File: config.mk
export PLATFORM = sky130hd
export DESIGN_NAME = addcmp_sched
export DESIGN_NICKNAME = d
export VERILOG_FILES = /design/src/rtl/addcmp_pkg.sv /design/src/rtl/AddCmp50.sv /design/src/rtl/addcmp_rr_arb.sv /design/src/rtl/addcmp_sched.sv
export SDC_FILE = /design/constraint.sdc
export NUM_CORES = 1
export LEC_CHECK = 0
export BUFFER_PORTS_ARGS = -buffer_cell sky130_fd_sc_hd__clkbuf_2
export CORE_AREA = 2 2 249 251
export DETAILED_ROUTE_END_ITERATION = 16
export DIE_AREA = 0 0 251 253
export GPL_TIMING_DRIVEN = 0
export MAX_ROUTING_LAYER = met4
export RECOVER_POWER = 100
export SETUP_SLACK_MARGIN = 0.5
export SYNTH_ARGS = -nofsm -noshare
export SYNTH_HDL_FRONTEND = slang
export SYNTH_HIERARCHICAL = 1
export SYNTH_SLANG_ARGS = --single-unit
export TNS_END_PERCENT = 100
File: constraint.sdc
create_clock -name clk -period 5.3 [get_ports clk]
set_input_delay 0.265 -clock clk [delete_from_list [all_inputs] [get_ports clk]]
set_output_delay 0.265 -clock clk [all_outputs]
set_load 0.01 [all_outputs]
File: src/rtl/addcmp_pkg.sv
// Shared operand width and type for the add-compare scheduler.
package addcmp_pkg;

  localparam int unsigned OPW = 50;

  typedef logic [OPW-1:0] operand_t;

endpackage

File: src/rtl/AddCmp50.sv
// 50-bit adder-comparator: eq is set when (a + b) mod 2^50 equals c.
module AddCmp50
  import addcmp_pkg::*;
(
  input  operand_t i_a,
  input  operand_t i_b,
  input  operand_t i_c,
  output logic     o_eq
);

  operand_t w_sum;

  // Sum is truncated to the operand width, so carry-out is dropped on purpose.
  always_comb begin
    w_sum = i_a + i_b;
    o_eq  = (w_sum == i_c);
  end

endmodule

File: src/rtl/addcmp_rr_arb.sv
// Combinational round-robin arbiter: first valid request at or after ptr wins.
module addcmp_rr_arb #(
  parameter int unsigned NREQ = 4,
  localparam int unsigned IDW = $clog2(NREQ)
) (
  input  logic [NREQ-1:0] req,
  input  logic [IDW-1:0]  ptr,
  output logic [NREQ-1:0] gnt,
  output logic [IDW-1:0]  gnt_id,
  output logic            any
);

  // Scan ptr, ptr+1, ... wrapping modulo NREQ; the first hit is granted.
  always_comb begin
    int unsigned idx;
    gnt    = '0;
    gnt_id = '0;
    any    = 1'b0;
    idx    = 0;
    for (int unsigned k = 0; k < NREQ; k++) begin
      idx = (32'(ptr) + k) % NREQ;
      if (!any && req[IDW'(idx)]) begin
        any              = 1'b1;
        gnt[IDW'(idx)]   = 1'b1;
        gnt_id           = IDW'(idx);
      end
    end
  end

endmodule

File: src/rtl/addcmp_sched.sv
// Round-robin scheduler sharing one AddCmp50 among NREQ requesters,
// two-stage pipeline with response backpressure and saturating statistics.
module addcmp_sched
  import addcmp_pkg::*;
#(
  parameter int unsigned NREQ = 4,
  parameter int unsigned CNTW = 16,
  localparam int unsigned IDW = $clog2(NREQ)
) (
  input  logic              clk,
  input  logic              rst_n,
  input  logic [NREQ-1:0]   req_valid,
  output logic [NREQ-1:0]   req_ready,
  input  logic [NREQ*OPW-1:0] req_a,
  input  logic [NREQ*OPW-1:0] req_b,
  input  logic [NREQ*OPW-1:0] req_c,
  output logic              rsp_valid,
  input  logic              rsp_ready,
  output logic [IDW-1:0]    rsp_id,
  output logic              rsp_eq,
  input  logic              clr_cnt,
  output logic [CNTW-1:0]   op_cnt,
  output logic [CNTW-1:0]   match_cnt
);

  localparam logic [CNTW-1:0] CNT_MAX = '1;

  // S1 operand stage
  operand_t         r_a1, r_b1, r_c1;
  logic [IDW-1:0]   r_id1;
  logic             r_v1;
  // S2 result stage
  logic             r_eq2;
  logic [IDW-1:0]   r_id2;
  logic             r_v2;
  // Arbitration and statistics
  logic [IDW-1:0]   r_ptr;
  logic [CNTW-1:0]  r_op_cnt;
  logic [CNTW-1:0]  r_match_cnt;

  logic [NREQ-1:0]  w_gnt;
  logic [IDW-1:0]   w_gnt_id;
  logic             w_any;
  logic             w_s2_free;
  logic             w_s1_free;
  logic             w_accept;
  logic             w_rsp_fire;
  logic             w_eq;
  logic [IDW-1:0]   w_ptr_nxt;
  operand_t         w_a [NREQ];
  operand_t         w_b [NREQ];
  operand_t         w_c [NREQ];

  // Split the packed operand buses into per-requester slices.
  for (genvar i = 0; i < NREQ; i++) begin : g_unpack
    assign w_a[i] = req_a[i*OPW +: OPW];
    assign w_b[i] = req_b[i*OPW +: OPW];
    assign w_c[i] = req_c[i*OPW +: OPW];
  end

  addcmp_rr_arb #(.NREQ(NREQ)) u_arb (
    .req    (req_valid),
    .ptr    (r_ptr),
    .gnt    (w_gnt),
    .gnt_id (w_gnt_id),
    .any    (w_any)
  );

  AddCmp50 u_addcmp (
    .i_a  (r_a1),
    .i_b  (r_b1),
    .i_c  (r_c1),
    .o_eq (w_eq)
  );

  // Stall chain, grant qualification and pointer successor.
  always_comb begin
    w_s2_free  = !r_v2 || rsp_ready;
    w_s1_free  = !r_v1 || w_s2_free;
    w_accept   = w_any && w_s1_free;
    w_rsp_fire = r_v2 && rsp_ready;
    req_ready  = w_gnt & {NREQ{w_s1_free}};
    w_ptr_nxt  = (w_gnt_id == IDW'(NREQ - 1)) ? '0 : w_gnt_id + IDW'(1);
  end

  // Pipeline stages: S1 captures operands on accept, S2 captures the compare result.
  always_ff @(posedge clk or negedge rst_n) begin
    if (!rst_n) begin
      r_a1  <= '0;
      r_b1  <= '0;
      r_c1  <= '0;
      r_id1 <= '0;
      r_v1  <= 1'b0;
      r_eq2 <= 1'b0;
      r_id2 <= '0;
      r_v2  <= 1'b0;
    end else begin
      if (w_s1_free) begin
        r_v1 <= w_accept;
        if (w_accept) begin
          r_a1  <= w_a[w_gnt_id];
          r_b1  <= w_b[w_gnt_id];
          r_c1  <= w_c[w_gnt_id];
          r_id1 <= w_gnt_id;
        end
      end
      if (w_s2_free) begin
        r_v2  <= r_v1;
        r_eq2 <= w_eq;
        r_id2 <= r_id1;
      end
    end
  end

  // Round-robin pointer advances past the granted requester only on accept.
  always_ff @(posedge clk or negedge rst_n) begin
    if (!rst_n) begin
      r_ptr <= '0;
    end else if (w_accept) begin
      r_ptr <= w_ptr_nxt;
    end
  end

  // Saturating operation/match counters; clear takes priority over increment.
  always_ff @(posedge clk or negedge rst_n) begin
    if (!rst_n) begin
      r_op_cnt    <= '0;
      r_match_cnt <= '0;
    end else if (clr_cnt) begin
      r_op_cnt    <= '0;
      r_match_cnt <= '0;
    end else if (w_rsp_fire) begin
      if (r_op_cnt != CNT_MAX) begin
        r_op_cnt <= r_op_cnt + CNTW'(1);
      end
      if (r_eq2 && (r_match_cnt != CNT_MAX)) begin
        r_match_cnt <= r_match_cnt + CNTW'(1);
      end
    end
  end

  assign rsp_valid = r_v2;
  assign rsp_id    = r_id2;
  assign rsp_eq    = r_eq2;
  assign op_cnt    = r_op_cnt;
  assign match_cnt = r_match_cnt;

endmodule

==> results.md, run 1 <==
- The initial antenna violation count came to 5.
- The clock transition time at the flip-flop clock pins of the worst setup and hold paths is 0.08 ns.
- During placement, the flow inserted port buffers numbering 647.
- The max-slew violation count was 93.
- TritonCTS created 17 clock buffers.
- The final route contains 15328 vias.
- The number of placed instances, taps included, is 2844.
- The cell type with the highest aggregate area in the netlist is sky130_fd_sc_hd__dfrtp_1.
- Sorting the synthesized cells by area gives the leading types as sky130_fd_sc_hd__dfrtp_1 (30%), sky130_fd_sc_hd__mux4_2 (21%), sky130_fd_sc_hd__mux2_2 (12%), sky130_fd_sc_hd__ha_1 (4.5%), sky130_fd_sc_hd__a21oi_1 (3.0%).
- The tool flagged a number of max-cap violations equal to 1.
- For this block, the initial DRC count from the detailed router was 1055.
- The flow ran to the end, but the final reports show violations.
- The die is 253 µm tall.
- The first element of the critical path is r_ptr[1].
- The utilization after layout is 34.0%.
- The TritonCTS clock tree is yes.
- Summed over all nets, the half-perimeter wirelength after detailed placement is 59.0 mm.
- The worst hold path belongs to the class input pin to flip-flop.
- The type of element launching the critical path is a flip-flop.
- The worst voltage drop across the vdd grid is 0.272 mV.
- The worst hold path begins at clr_cnt.
- Wire segments on met2 add up to 34.4 mm in the final route.
- Data on the critical path is required at its endpoint by 5.65 ns.
- The average cell area after synthesis is 11.4 µm².
- The relative slew slack is -64.9%.
- The wire length of the first global-routing pass is 99.9 mm.
- Derived from the worst setup path, the maximum achievable clock frequency is 211 MHz.
- The number of setup buffers added after CTS is 0.
- The post-route fraction of the period consumed by the critical path is 89.4%.
- From left edge to right edge, the die measures 251 µm.
- The DRC violations left is 0.
- In the synthesized netlist the async set-or-reset flop fraction comes to 100%.
- The first-pass iteration count of the detailed router is 7.
- In this run, synthesis produced a sequential element count of 191.
- Across the routed clock network, the largest skew measured is 0.0118 ns.
- The length of routed met3 wiring is 3.37 mm.
- The number of global-route vias before repair is 15802.
- The die area is 63500 µm².
- The setup path with the least slack is of type flip-flop to flip-flop.
- In the final routing, the length of wire on met1 measures 29.7 mm.
- The checks that failed: max-capacitance violations, max-slew violations.
- The clock period minus worst slack is 4.74 ns.
- Global routing finished with a remaining overflow of 0.
- The non-filler instance count after layout is 2881.
- Setup repair after global routing left no endpoint under its margin.
- The data arrival time of the worst path is 5.09 ns.
- The post-synthesis instance area is 16000 µm².
- The floorplan step defined a core boundary enclosing 61000 µm².
- The average vias per placed instance is 5.32.
- In the synthesized netlist, the number of instances is 1406.
- The detailed router used layers up to and including met4.
- The post-route setup TNS is 0 ns.
- In this run, synthesis inferred 0 flip-flops with an integrated enable.
- Once the floorplan was initialized, standard cells occupied 26.2% of the core.
- The count of nets left with antenna violations once routing finished came out at 0.
- The leakage power figure is 8.83 nW.
- The actual slew at the worst max-slew pin is 2.47 ns.
- The share of Yosys cell area claimed by the top area cell type is 29.9%.
- The clock reaches the later pin of the worst-skew pair after 0.47 ns.
- Entering global routing, the biggest net connects 100 pins.
- The routed wire length per instance is 24.0 µm.
- The total of endpoints with negative setup slack in the final report is 0.
- The synthesis-to-layout area growth is 29.8%.
- Power spread over the standard cell area amounts to 870 nW/µm².
- The global placer's final weighted congestion is 0.911.
- In the final design database the tool counted 2740 nets.
- STA classifies the critical path endpoint as a flip-flop.
- The H-tree depth reported by CTS is 4.
- Counting along the longest clock path gives a buffer depth of 2.
- For this design the top-level I/O count stands at 648.
- In the final layout, the multi-input gates occupy 10600 µm².
- The primary flip-flop cell chosen by synthesis mapping is sky130_fd_sc_hd__dfrtp_1.
- The number of filler cells placed in the layout is 6274.
- Counting every net in the synthesized netlist gives 2072.
- The hold violation total from the final report was 0.
- After detailed routing, the total wire length is 69.2 mm.
- The worst-path maximum fanout is 10.
- The cell at the root of the clock tree is sky130_fd_sc_hd__clkbuf_16.
- During synthesis, Yosys emitted a total of 6 warnings.
- The worst reg2reg path startpoint is r_ptr[1].
- Sequential elements use 29.9% of the synthesized area.
- Of the cells placed in the final design, the portion with a size suffix greater than 1 is 49.9%.
- The count of cell types in the netlist is 89.
- The register cell area after layout is 4780 µm².
- Across every metal layer, demand over resource in global routing totals 21.9%.
- The number of sinks driven by the clock tree is 191.
- The floorplan has 91 rows.
-- sequential cells by signal (all words and copies together) (netlist names), 2 cells and up --
name       flops
r_a1          50
r_b1          50
r_c1          50
match_cnt     16
op_cnt        16
r_id1          2
r_ptr          2
rsp_id         2
-- final timing paths --
path | end | slack (ns) | cells past startpoint
max in group asynchronous | r_c1[42] | 2.74 | 2
min in group asynchronous | match_cnt[13] | 1.05 | 2
hold reg to reg | rsp_valid | 0.46 | 1
setup / recovery | r_b1[13] | 0.56 | 12
hold / removal | match_cnt[6] | 0.11 | 3
setup reg to reg | r_b1[13] | 0.56 | 12
-- what timing repair did --
item                                    4_1_cts  5_1_grt
endpoints found under the hold margin        92        0
endpoints found under the setup margin        0       40
hold buffers                                  1        0
gates resized for setup                       0       13
-- cell families after synthesis --
logic type | synth area share, %
compound gates | 12.5
flops | 29.9
fa+ha+maj | 4.59
buf+inv | 3.19
simple gates | 12.4
xor+xnor | 3.56
mux | 33.8
-- layer usage --
layer	vias up	GRT usage, %
li1	6923	-
met1	7691	27.2
met2	641	36.7
met3	73	3.04
met4	0	7.33
met5	-	-
-- where the power goes --
part | internal [mW] | total [mW] | switching [mW]
clock network | 0.761 | 1.37 | 0.614
logic | 5.95 | 14.1 | 8.11
registers | 2.14 | 2.59 | 0.447
total | 8.85 | 18.0 | 9.17
-- placed cells by master (no fill, tap or decap), types with 13 or more instances in the layout --
master	synthesis	layout
sky130_fd_sc_hd__a21oi_1	96	96
sky130_fd_sc_hd__buf_2	35	33
sky130_fd_sc_hd__clkbuf_1	31	73
sky130_fd_sc_hd__clkbuf_16	0	17
sky130_fd_sc_hd__clkbuf_2	0	611
sky130_fd_sc_hd__dfrtp_1	191	191
sky130_fd_sc_hd__ha_1	57	57
sky130_fd_sc_hd__mux2_2	166	166
sky130_fd_sc_hd__mux4_2	152	152
sky130_fd_sc_hd__nand2_1	96	96
sky130_fd_sc_hd__nand3_1	29	30
sky130_fd_sc_hd__nand4_1	37	38
sky130_fd_sc_hd__nor2_1	75	76
sky130_fd_sc_hd__nor2b_1	13	13
sky130_fd_sc_hd__nor3_1	16	17
sky130_fd_sc_hd__nor4_1	11	13
sky130_fd_sc_hd__o21a_1	14	14
sky130_fd_sc_hd__o21ai_0	57	57
sky130_fd_sc_hd__o31ai_1	18	18
sky130_fd_sc_hd__or4_1	17	17
sky130_fd_sc_hd__xnor2_1	42	42
sky130_fd_sc_hd__xor2_1	21	21
-- through the flow --
step	worst slack [ns]	total power [mW]	area [µm²]	hold slack, ns
2_1_floorplan	2.02	12.1	16000	-0.0306
3_3_place_gp	0.284	16.7	20200	0.442
3_5_place_dp	0.530	16.8	20200	0.392
4_1_cts	0.518	18.3	20900	0.0721
5_1_grt	0.307	19.4	20700	0.120
6_report	0.559	18.0	20700	0.107
-- final cells by class --
cell class                      instances  area share (%)
Clock buffer                           18            2.12
Sequential cell                       191            23.1
Clock inverter                         14           0.863
Inverter                               11           0.199
Timing Repair Buffer                  649            15.6
Buffer                                 84            2.19
Antenna cell                            4          0.0483
Multi-Input combinational cell       1120            51.2
Tap cell                              790            4.77
-- critical path, stage by stage (launching register included) --
cell	delay (ns)
sky130_fd_sc_hd__dfrtp_1	0.54
sky130_fd_sc_hd__inv_1	0.16
sky130_fd_sc_hd__ha_1	0.39
sky130_fd_sc_hd__mux4_2	0.30
sky130_fd_sc_hd__clkbuf_1	0.24
sky130_fd_sc_hd__nand2b_1	0.21
sky130_fd_sc_hd__o221ai_1	0.17
sky130_fd_sc_hd__a32o_1	0.18
sky130_fd_sc_hd__buf_2	0.49
sky130_fd_sc_hd__buf_2	0.56
sky130_fd_sc_hd__clkbuf_1	0.58
sky130_fd_sc_hd__mux4_2	0.46
sky130_fd_sc_hd__mux2_2	0.28
-- synthesized netlist by cell type (10+ instances only) --
cell type	instances
sky130_fd_sc_hd__a211oi_1	11
sky130_fd_sc_hd__a21oi_1	96
sky130_fd_sc_hd__a22oi_1	12
sky130_fd_sc_hd__buf_2	35
sky130_fd_sc_hd__buf_6	13
sky130_fd_sc_hd__clkbuf_1	31
sky130_fd_sc_hd__dfrtp_1	191
sky130_fd_sc_hd__ha_1	57
sky130_fd_sc_hd__inv_1	11
sky130_fd_sc_hd__mux2_2	166
sky130_fd_sc_hd__mux4_2	152
sky130_fd_sc_hd__nand2_1	96
sky130_fd_sc_hd__nand3_1	29
sky130_fd_sc_hd__nand4_1	37
sky130_fd_sc_hd__nor2_1	75
sky130_fd_sc_hd__nor2b_1	13
sky130_fd_sc_hd__nor3_1	16
sky130_fd_sc_hd__nor4_1	11
sky130_fd_sc_hd__o211ai_1	11
sky130_fd_sc_hd__o21a_1	14
sky130_fd_sc_hd__o21ai_0	57
sky130_fd_sc_hd__o21ai_1	10
sky130_fd_sc_hd__o31ai_1	18
sky130_fd_sc_hd__or4_1	17
sky130_fd_sc_hd__xnor2_1	42
sky130_fd_sc_hd__xor2_1	21
(Power assumes the default switching activity.)
==> run 2, diff against run 1 <==
Settings changed: CTS_BUF_LIST set to sky130_fd_sc_hd__clkbuf_16.
==> results.md, run 2 (synthesis gave the netlist of run 1 again) <==
- For this run, the total global-route usage over all layers was measured as 21.9%.
- The routed wire length is 69.2 mm.
- For this run, the share of the core covered by cells in the final layout is 33.9%.
- After routing the design area is 20700 µm².
- The number of buffers between clock root and the deepest sink is 2.
- During I/O placement, the number of pins put on the boundary was 648.
- The via total after detailed routing is 15300.
- The checks that failed: max-capacitance violations, max-slew violations.
- For the worst setup path, the data required time is 5.65 ns.
- The average vias per placed instance is 5.31.
- The number of buffers added on ports is 647.
- The initial antenna violation count is 5.
- Summed over all cells, the static leakage comes to 8.82 nW.
- The number of nets in the finished design is 2740.
- The data arrival time of the worst path is 5.09 ns.
- For this design the ratio of total power to cell area is 869 nW/µm².
- The share of final-layout standard cells stronger than drive strength 1 is 49.8%.
- At the pin with the least slew margin, the transition time is 2.52 ns.
- Across the run, the number of max-cap violations was 1.
- The clock period minus worst slack is 4.74 ns.
- The total of endpoints with negative setup slack in the final report is 0.
- The run finished, with violations left.
- Global routing finished with a remaining overflow of 0.
- The total power is 18.0 mW.
- The most critical setup path has its startpoint at r_ptr[1].
- The global placer's final weighted congestion is 0.911.
- The largest registers in the layout are r_a1 x50, r_b1 x50, r_c1 x50.
- The horizontal die dimension is 251 µm.
- Entering global routing, the biggest net connects 100 pins.
- The setup slack of the most critical reg-to-reg path is 0.56 ns.
- The die area is 63500 µm².
- The later-pin clock latency in the skew report is 0.47 ns.
- The number of setup buffers added after CTS is 0.
- The placed wire-length estimate is 59.0 mm.
- Setup repair after global routing left no endpoint under its margin.
- In this run the worst path has a maximum fanout of 10.
- Clock skew on the completed layout was measured at 0.0118 ns.
- In this run the tightest slew margin relative to its limit is -67.9%.
- The worst path uses 89.4% of the clock period.
- In this run the core area contains 91 standard-cell rows.
- The detail route stage leaves a number of antenna-violating nets equal to 0.
- The violation count after the first detailed-route iteration is 1068.
- The total CTS buffers is 17.
- The cell at the root of the clock tree is sky130_fd_sc_hd__clkbuf_16.
- The library cell used most frequently in the layout, excluding fill and tap cells, is sky130_fd_sc_hd__clkbuf_2.
- The max-slew violation count came to 93.
- The hold violation total from the final report is 0.
- TritonCTS built the clock tree.
- In the post-route analysis, the smallest setup slack over all paths is 0.560 ns.
- Clock-pin slew was measured on the worst setup and hold paths at 0.08 ns.
- In the layout the commonest cells are sky130_fd_sc_hd__clkbuf_2 (611), sky130_fd_sc_hd__dfrtp_1 (191), sky130_fd_sc_hd__mux2_2 (166).
- The wire length of the first global-routing pass is 99.9 mm.
- The first detailed-routing pass ran for 5 iterations.
- The worst hold path passes through 3 cells.
- The sort of element at the end of the critical path is a flip-flop.
- For this configuration, the core starts out at a cell density of 26.2%.
- The synthesis-to-layout area growth is 29.7%.
- The H-tree depth reported by CTS is 4.
- After floorplanning, the core was sized to cover 61000 µm².
- For this run, the top clock speed supported by timing is 211 MHz.
- The type of the worst min-delay path is input pin to flip-flop.
- STA classifies the critical path startpoint as a flip-flop.
- The placed instances occupy a cell area of 20200 µm².
- VDD sags by at most 0.271 mV.
- For this run, design rule violations remaining after detail routing come to 0.
- The worst setup path is of the flip-flop to flip-flop kind.
- At the placement stage, the worst setup path has a slack of 0.530 ns.
- The number of global-route vias before repair is 15800.
- The depth of the worst register-to-register path is 12.
- CTS saw 191 sinks.
- In this run the vertical extent of the chip is 253 µm.
- For the final routed database, the setup TNS stands at 0 ns.
- The termination of the worst setup path is r_b1[13].
- The routed wire length per instance is 24.0 µm.
- The reg-to-reg endpoint is r_b1[13].
- The startpoint identified for the worst register-to-register timing path is r_ptr[1].
[run 2: cell types whose count changed in the layout (fill, tap and decap cells not counted), sizes merged]
cell	delta
clkbuf	-1
clkinv	+1
[run 2: layout make-up]
class                           count  area [µm²]
Antenna cell                        4        10.0
Buffer                             84         454
Clock buffer                       17         425
Clock inverter                     15         183
Fill cell                        6275       40300
Inverter                           11        41.3
Multi-Input combinational cell   1120       10600
Sequential cell                   191        4780
Tap cell                          790         988
Timing Repair Buffer              649        3230
[run 2: where the power goes]
part | internal, mW | switching [mW]
clock network | 0.746 | 0.610
logic | 5.95 | 8.10
registers | 2.14 | 0.447
[run 2: how the worst min path moves through the flow]
stage                         to     from  slack, ns
floorplan           match_cnt[0]    rst_n      -0.03
global placement       rsp_valid     r_v1       0.44
detailed placement  match_cnt[7]    rst_n       0.39
CTS                 match_cnt[6]  clr_cnt       0.07
global route        match_cnt[6]  clr_cnt       0.12
finish              match_cnt[6]  clr_cnt       0.11
[run 2: critical path: stages (launching register included)]
cell,delay (ns)
sky130_fd_sc_hd__dfrtp_1,0.54
sky130_fd_sc_hd__inv_1,0.16
sky130_fd_sc_hd__ha_1,0.39
sky130_fd_sc_hd__mux4_2,0.30
sky130_fd_sc_hd__clkbuf_1,0.24
sky130_fd_sc_hd__nand2b_1,0.21
sky130_fd_sc_hd__o221ai_1,0.17
sky130_fd_sc_hd__a32o_1,0.18
sky130_fd_sc_hd__buf_2,0.49
sky130_fd_sc_hd__buf_2,0.56
sky130_fd_sc_hd__clkbuf_1,0.58
sky130_fd_sc_hd__mux4_2,0.46
sky130_fd_sc_hd__mux2_2,0.28
[run 2: per-layer routing]
metal,track usage [%],vias up,wire length [µm]
li1,-,6922,-
met3,3.04,80,3330
met5,-,-,0
met2,36.7,650,34300
met4,7.33,0,1900
met1,27.2,7648,29700
[run 2: metrics by stage]
step	hold slack (ns)	cells
4_1_cts	0.0715	2877
6_report	0.108	2881
5_1_grt	0.120	2881
3_5_place_dp	0.392	2844
3_3_place_gp	0.442	2843
2_1_floorplan	-0.0306	1406
[run 2: timing repair]
item	in CTS	in global routing
setup endpoints to repair	0	40
hold buffers	1	0
hold endpoints to repair	92	0
resized for setup	0	13
==> run 3, diff against run 2 <==
Settings changed: ABC_AREA set to 1, CORE_AREA 2 2 249 251 to 2 2 251 253, DIE_AREA 0 0 251 253 to 0 0 253 255, HOLD_SLACK_MARGIN set to 0.12.
Clock period 5.3 ns to 4.4 ns, I/O delays scaled along.
==> results.md, run 3 <==
- The depth of the worst register-to-register path is 15.
- Once detailed placement completed, the half-perimeter wirelength came to 78.6 mm.
- The critical path is of the flip-flop to flip-flop type.
- The routed design has 97.4 mm of wire.
- Counting flops with an async set or reset pin after synthesis yields a share of 100%.
- The floorplan step defined a die boundary enclosing 64500 µm².
- The highest signal layer in the routed design is met4.
- STA puts the critical path data arrival time at 4.51 ns.
- The cell depth of the worst min-delay path is 5.
- The final reports fail on max-capacitance violations, max-slew violations.
- The first-pass iteration count of the detailed router is 6.
- The number of instances in the synthesized netlist is 2865.
- The number of filler cells placed in the layout is 6721.
- In the layout the commonest cells are sky130_fd_sc_hd__nand2_1 (754), sky130_fd_sc_hd__nor2_1 (664), sky130_fd_sc_hd__clkbuf_2 (618).
- The sort of element at the end of the critical path is a flip-flop.
- The initial antenna violation count is 14.
- The run finished, with violations left.
- The non-filler instance count after layout is 4613.
- The longest clock path from root to sink contains 2 buffers.
- The type of element launching the critical path is a flip-flop.
- The number of clock buffers added by TritonCTS is 17.
- The number of cell rows is 92.
- In this run the tightest slew margin relative to its limit is -81.6%.
- Using the TritonRoute via totals, the vias-per-cell ratio works out to 5.10.
- The first element of the critical path is r_ptr[0].
- For this run, the register share of the synthesized area comes to 27.7%.
- The total of endpoints with negative setup slack in the final report is 0.
- The largest family of logic cells by synthesized area is simple AND/OR/NAND/NOR gates.
- The number of buffers added on ports is 647.
- In this run the horizontal extent of the chip is 253 µm.
- After synthesis, the most frequently instantiated cells are sky130_fd_sc_hd__nand2_1 (752), sky130_fd_sc_hd__nor2_1 (662), sky130_fd_sc_hd__o21ai_0 (331), sky130_fd_sc_hd__inv_1 (205), sky130_fd_sc_hd__dfrtp_1 (191).
- The post-detailed-route count of antenna-violating nets is 0.
- The max-slew violation count is 97.
- The number of placed instances, taps included, is 4313.
- The H-tree depth reported by CTS is 4.
- The number of sinks driven by the clock tree is 191.
- The violation count after the first detailed-route iteration is 1978.
- The die outline height is 255 µm.
- TritonCTS built the clock tree.
- Across the routed clock network, the largest skew measured is 0.0214 ns.
- Across all register-to-register paths, the minimum setup slack is 0.31 ns.
- The start point of the worst hold path is req_b[5].
- The number of nets handed over by synthesis was 3531.
- The minimum setup slack in the final design is 0.308 ns.
- The post-synthesis instance area is 17300 µm².
- Counting flops and latches in the post-synthesis netlist gives 191.
- The multiplexer area fraction after synthesis is 0%.
- Data on the critical path is required at its endpoint by 4.82 ns.
- The reg-to-reg endpoint is r_a1[13].
- The worst setup slack after placement is -0.402 ns.
- The I/O pin count is 648.
- The clock transition time at the flip-flop clock pins of the worst setup and hold paths is 0.09 ns.
- After detailed routing, the number of remaining DRC violations is 0.
- The biggest area contributor in the post-synthesis netlist is sky130_fd_sc_hd__dfrtp_1.
- The number of enable flip-flop cells after synthesis is 0.
- The routed wire length per instance is 21.1 µm.
- The cell at the root of the clock tree is sky130_fd_sc_hd__clkbuf_16.
- The area share of and/or/nand/nor cells after synthesis is 38.4%.
- The region available for standard cell placement spans 62200 µm².
- The length of routed met3 wiring is 6.50 mm.
- In the detailed route, the total length drawn on met2 is 45.4 mm.
- The worst reg2reg path startpoint is r_ptr[0].
- Entering global routing, the biggest net connects 98 pins.
- The count of cell types in the netlist is 44.
- The worst-path maximum fanout is 10.
- After layout, the worst path uses 93.0% of the clock period.
- The average cell area after synthesis is 6.02 µm².
- The share of final-layout standard cells stronger than drive strength 1 is 20.6%.
- Setup repair after global routing left no endpoint under its margin.
- The xor-xnor portion of the synthesized cell area is 2.54%.
- The library cell with the highest instance count after synthesis is sky130_fd_sc_hd__nand2_1.
- The post-route worst hold slack is 0.142 ns.
- Detailed routing inserted a total of 23525 vias.
- The number of global-route vias before repair is 22018.
- Yosys printed 6 warnings.
- Global routing consumed, over all layers together, 29.7% of the routing resources.
- The hold violation total from the final report is 0.
- After synthesis, the cell types taking the most area are sky130_fd_sc_hd__dfrtp_1 (28%), sky130_fd_sc_hd__nand2_1 (16%), sky130_fd_sc_hd__nor2_1 (14%), sky130_fd_sc_hd__o21ai_0 (9.6%), sky130_fd_sc_hd__inv_1 (4.5%).
- The clock reaches the later pin of the worst-skew pair after 0.49 ns.
- The synthesized-area fraction occupied by ao, oa, aoi and oai cells is 18.3%.
- The congestion estimate from routability-driven global placement came to 1.00.
- The type of the worst min-delay path is input pin to flip-flop.
- The net count of the finished layout is 4453.
- The most frequent standard cell in the layout excluding fill and tap cells is sky130_fd_sc_hd__nand2_1.
- The wire length of the first global-routing pass is 137 mm.
- For this run, the share of the core covered by cells in the final layout is 39.7%.
- For this run the aggregate overflow at the end of global routing stands at 0.
- The synthesized netlist devotes 4.25% of its cell area to adder and majority cells.
- At the pin with the least slew margin, the transition time is 2.72 ns.
- The count of max-cap constraint violations is 1.
- In this run the biggest area consumer among cell types represents 27.7% of the synthesized area.
- Once the floorplan was initialized, standard cells occupied 27.8% of the core.
- In the final layout, the registers with the most flip-flops are r_a1 x50, r_b1 x50, r_c1 x50.
- The clock period minus worst slack is 4.09 ns.
- The worst min-delay path endpoint is r_b1[5].
- The synthesis-to-layout area growth is 43.1%.
- The detailed-routing wirelength on met1 is 40.2 mm.
- The primary flip-flop cell chosen by synthesis mapping is sky130_fd_sc_hd__dfrtp_1.
- Based on the critical path, the design can be clocked at up to 244 MHz.
-- run 3: cell types whose count changed in the layout (fill, tap and decap cells not counted), sizes merged, moves of 77 or more --
cell / delta
mux4: -154
nand2: +684
dlygate4sd3: +252
mux2: -166
inv: +202
o21ai: +272
nand3: +77
nor2: +600
-- run 3: through the flow --
stage,area [µm²],TNS (ns)
2_1_floorplan,17300,0
3_3_place_gp,21500,-175.22
3_5_place_dp,21600,-1.44
4_1_cts,24800,0
5_1_grt,24700,0
6_report,24700,0
-- run 3: worst max path at each step --
stage,endpoint,slack [ns],cells past startpoint
final,r_a1[13],0.31,15
after global routing,r_b1[18],0.25,15
after CTS,r_b1[8],0.44,15
after detailed placement,r_b1[8],-0.40,15
after global placement,r_a1[0],-0.94,1
after floorplan,r_b1[38],1.79,16
-- run 3: cell type report --
class                      count  area (µm²)  area share, %
tap                          799        1000           4.05
buffer                       142         706           2.86
multi-input combinational   2318       10900           44.3
sequential                   191        4780           19.4
antenna                       14        35.0          0.142
clock buffer                  17         425           1.72
timing repair buffer         903        5770           23.4
clock inverter                15         213          0.862
inverter                     214         805           3.26
-- run 3: critical path, stage by stage, from the launching register on --
cell	delay, ns
sky130_fd_sc_hd__dfrtp_2	0.49
sky130_fd_sc_hd__inv_2	0.16
sky130_fd_sc_hd__ha_1	0.39
sky130_fd_sc_hd__inv_1	0.10
sky130_fd_sc_hd__nand3_1	0.09
sky130_fd_sc_hd__nand2_1	0.05
sky130_fd_sc_hd__nor2_1	0.42
sky130_fd_sc_hd__a21oi_1	0.13
sky130_fd_sc_hd__nand3_1	0.15
sky130_fd_sc_hd__clkbuf_2	0.35
sky130_fd_sc_hd__clkinvlp_2	0.27
sky130_fd_sc_hd__buf_4	0.29
sky130_fd_sc_hd__buf_2	0.29
sky130_fd_sc_hd__nor2_1	0.41
sky130_fd_sc_hd__o21ai_0	0.21
sky130_fd_sc_hd__a31oi_1	0.19
-- run 3: what timing repair did --
action / in CTS / in global routing
hold buffers: 253 / 0
endpoints found under the hold margin: 193 / 0
cloned: 0 / 0
buffers inserted: 1 / 0
setup endpoints to repair: 110 / 63
resized for setup: 14 / 19
-- run 3: kinds of logic after synthesis --
kind of cell / count (synthesis)
buf+inv: 356
compound gates: 578
fa+ha+maj: 58
xor+xnor: 50
simple gates: 1632
flops: 191
-- run 3: routing by layer --
metal | up-vias | track usage, %
met5 | - | -
met4 | 0 | 14.7
met3 | 264 | 4.42
met2 | 1257 | 48.8
met1 | 10825 | 35.7
li1 | 11179 | -
Power of run 3 is left out: the tool's default activity adds up to more than one toggle a clock period on the data nets, which glitch-free logic cannot reach.
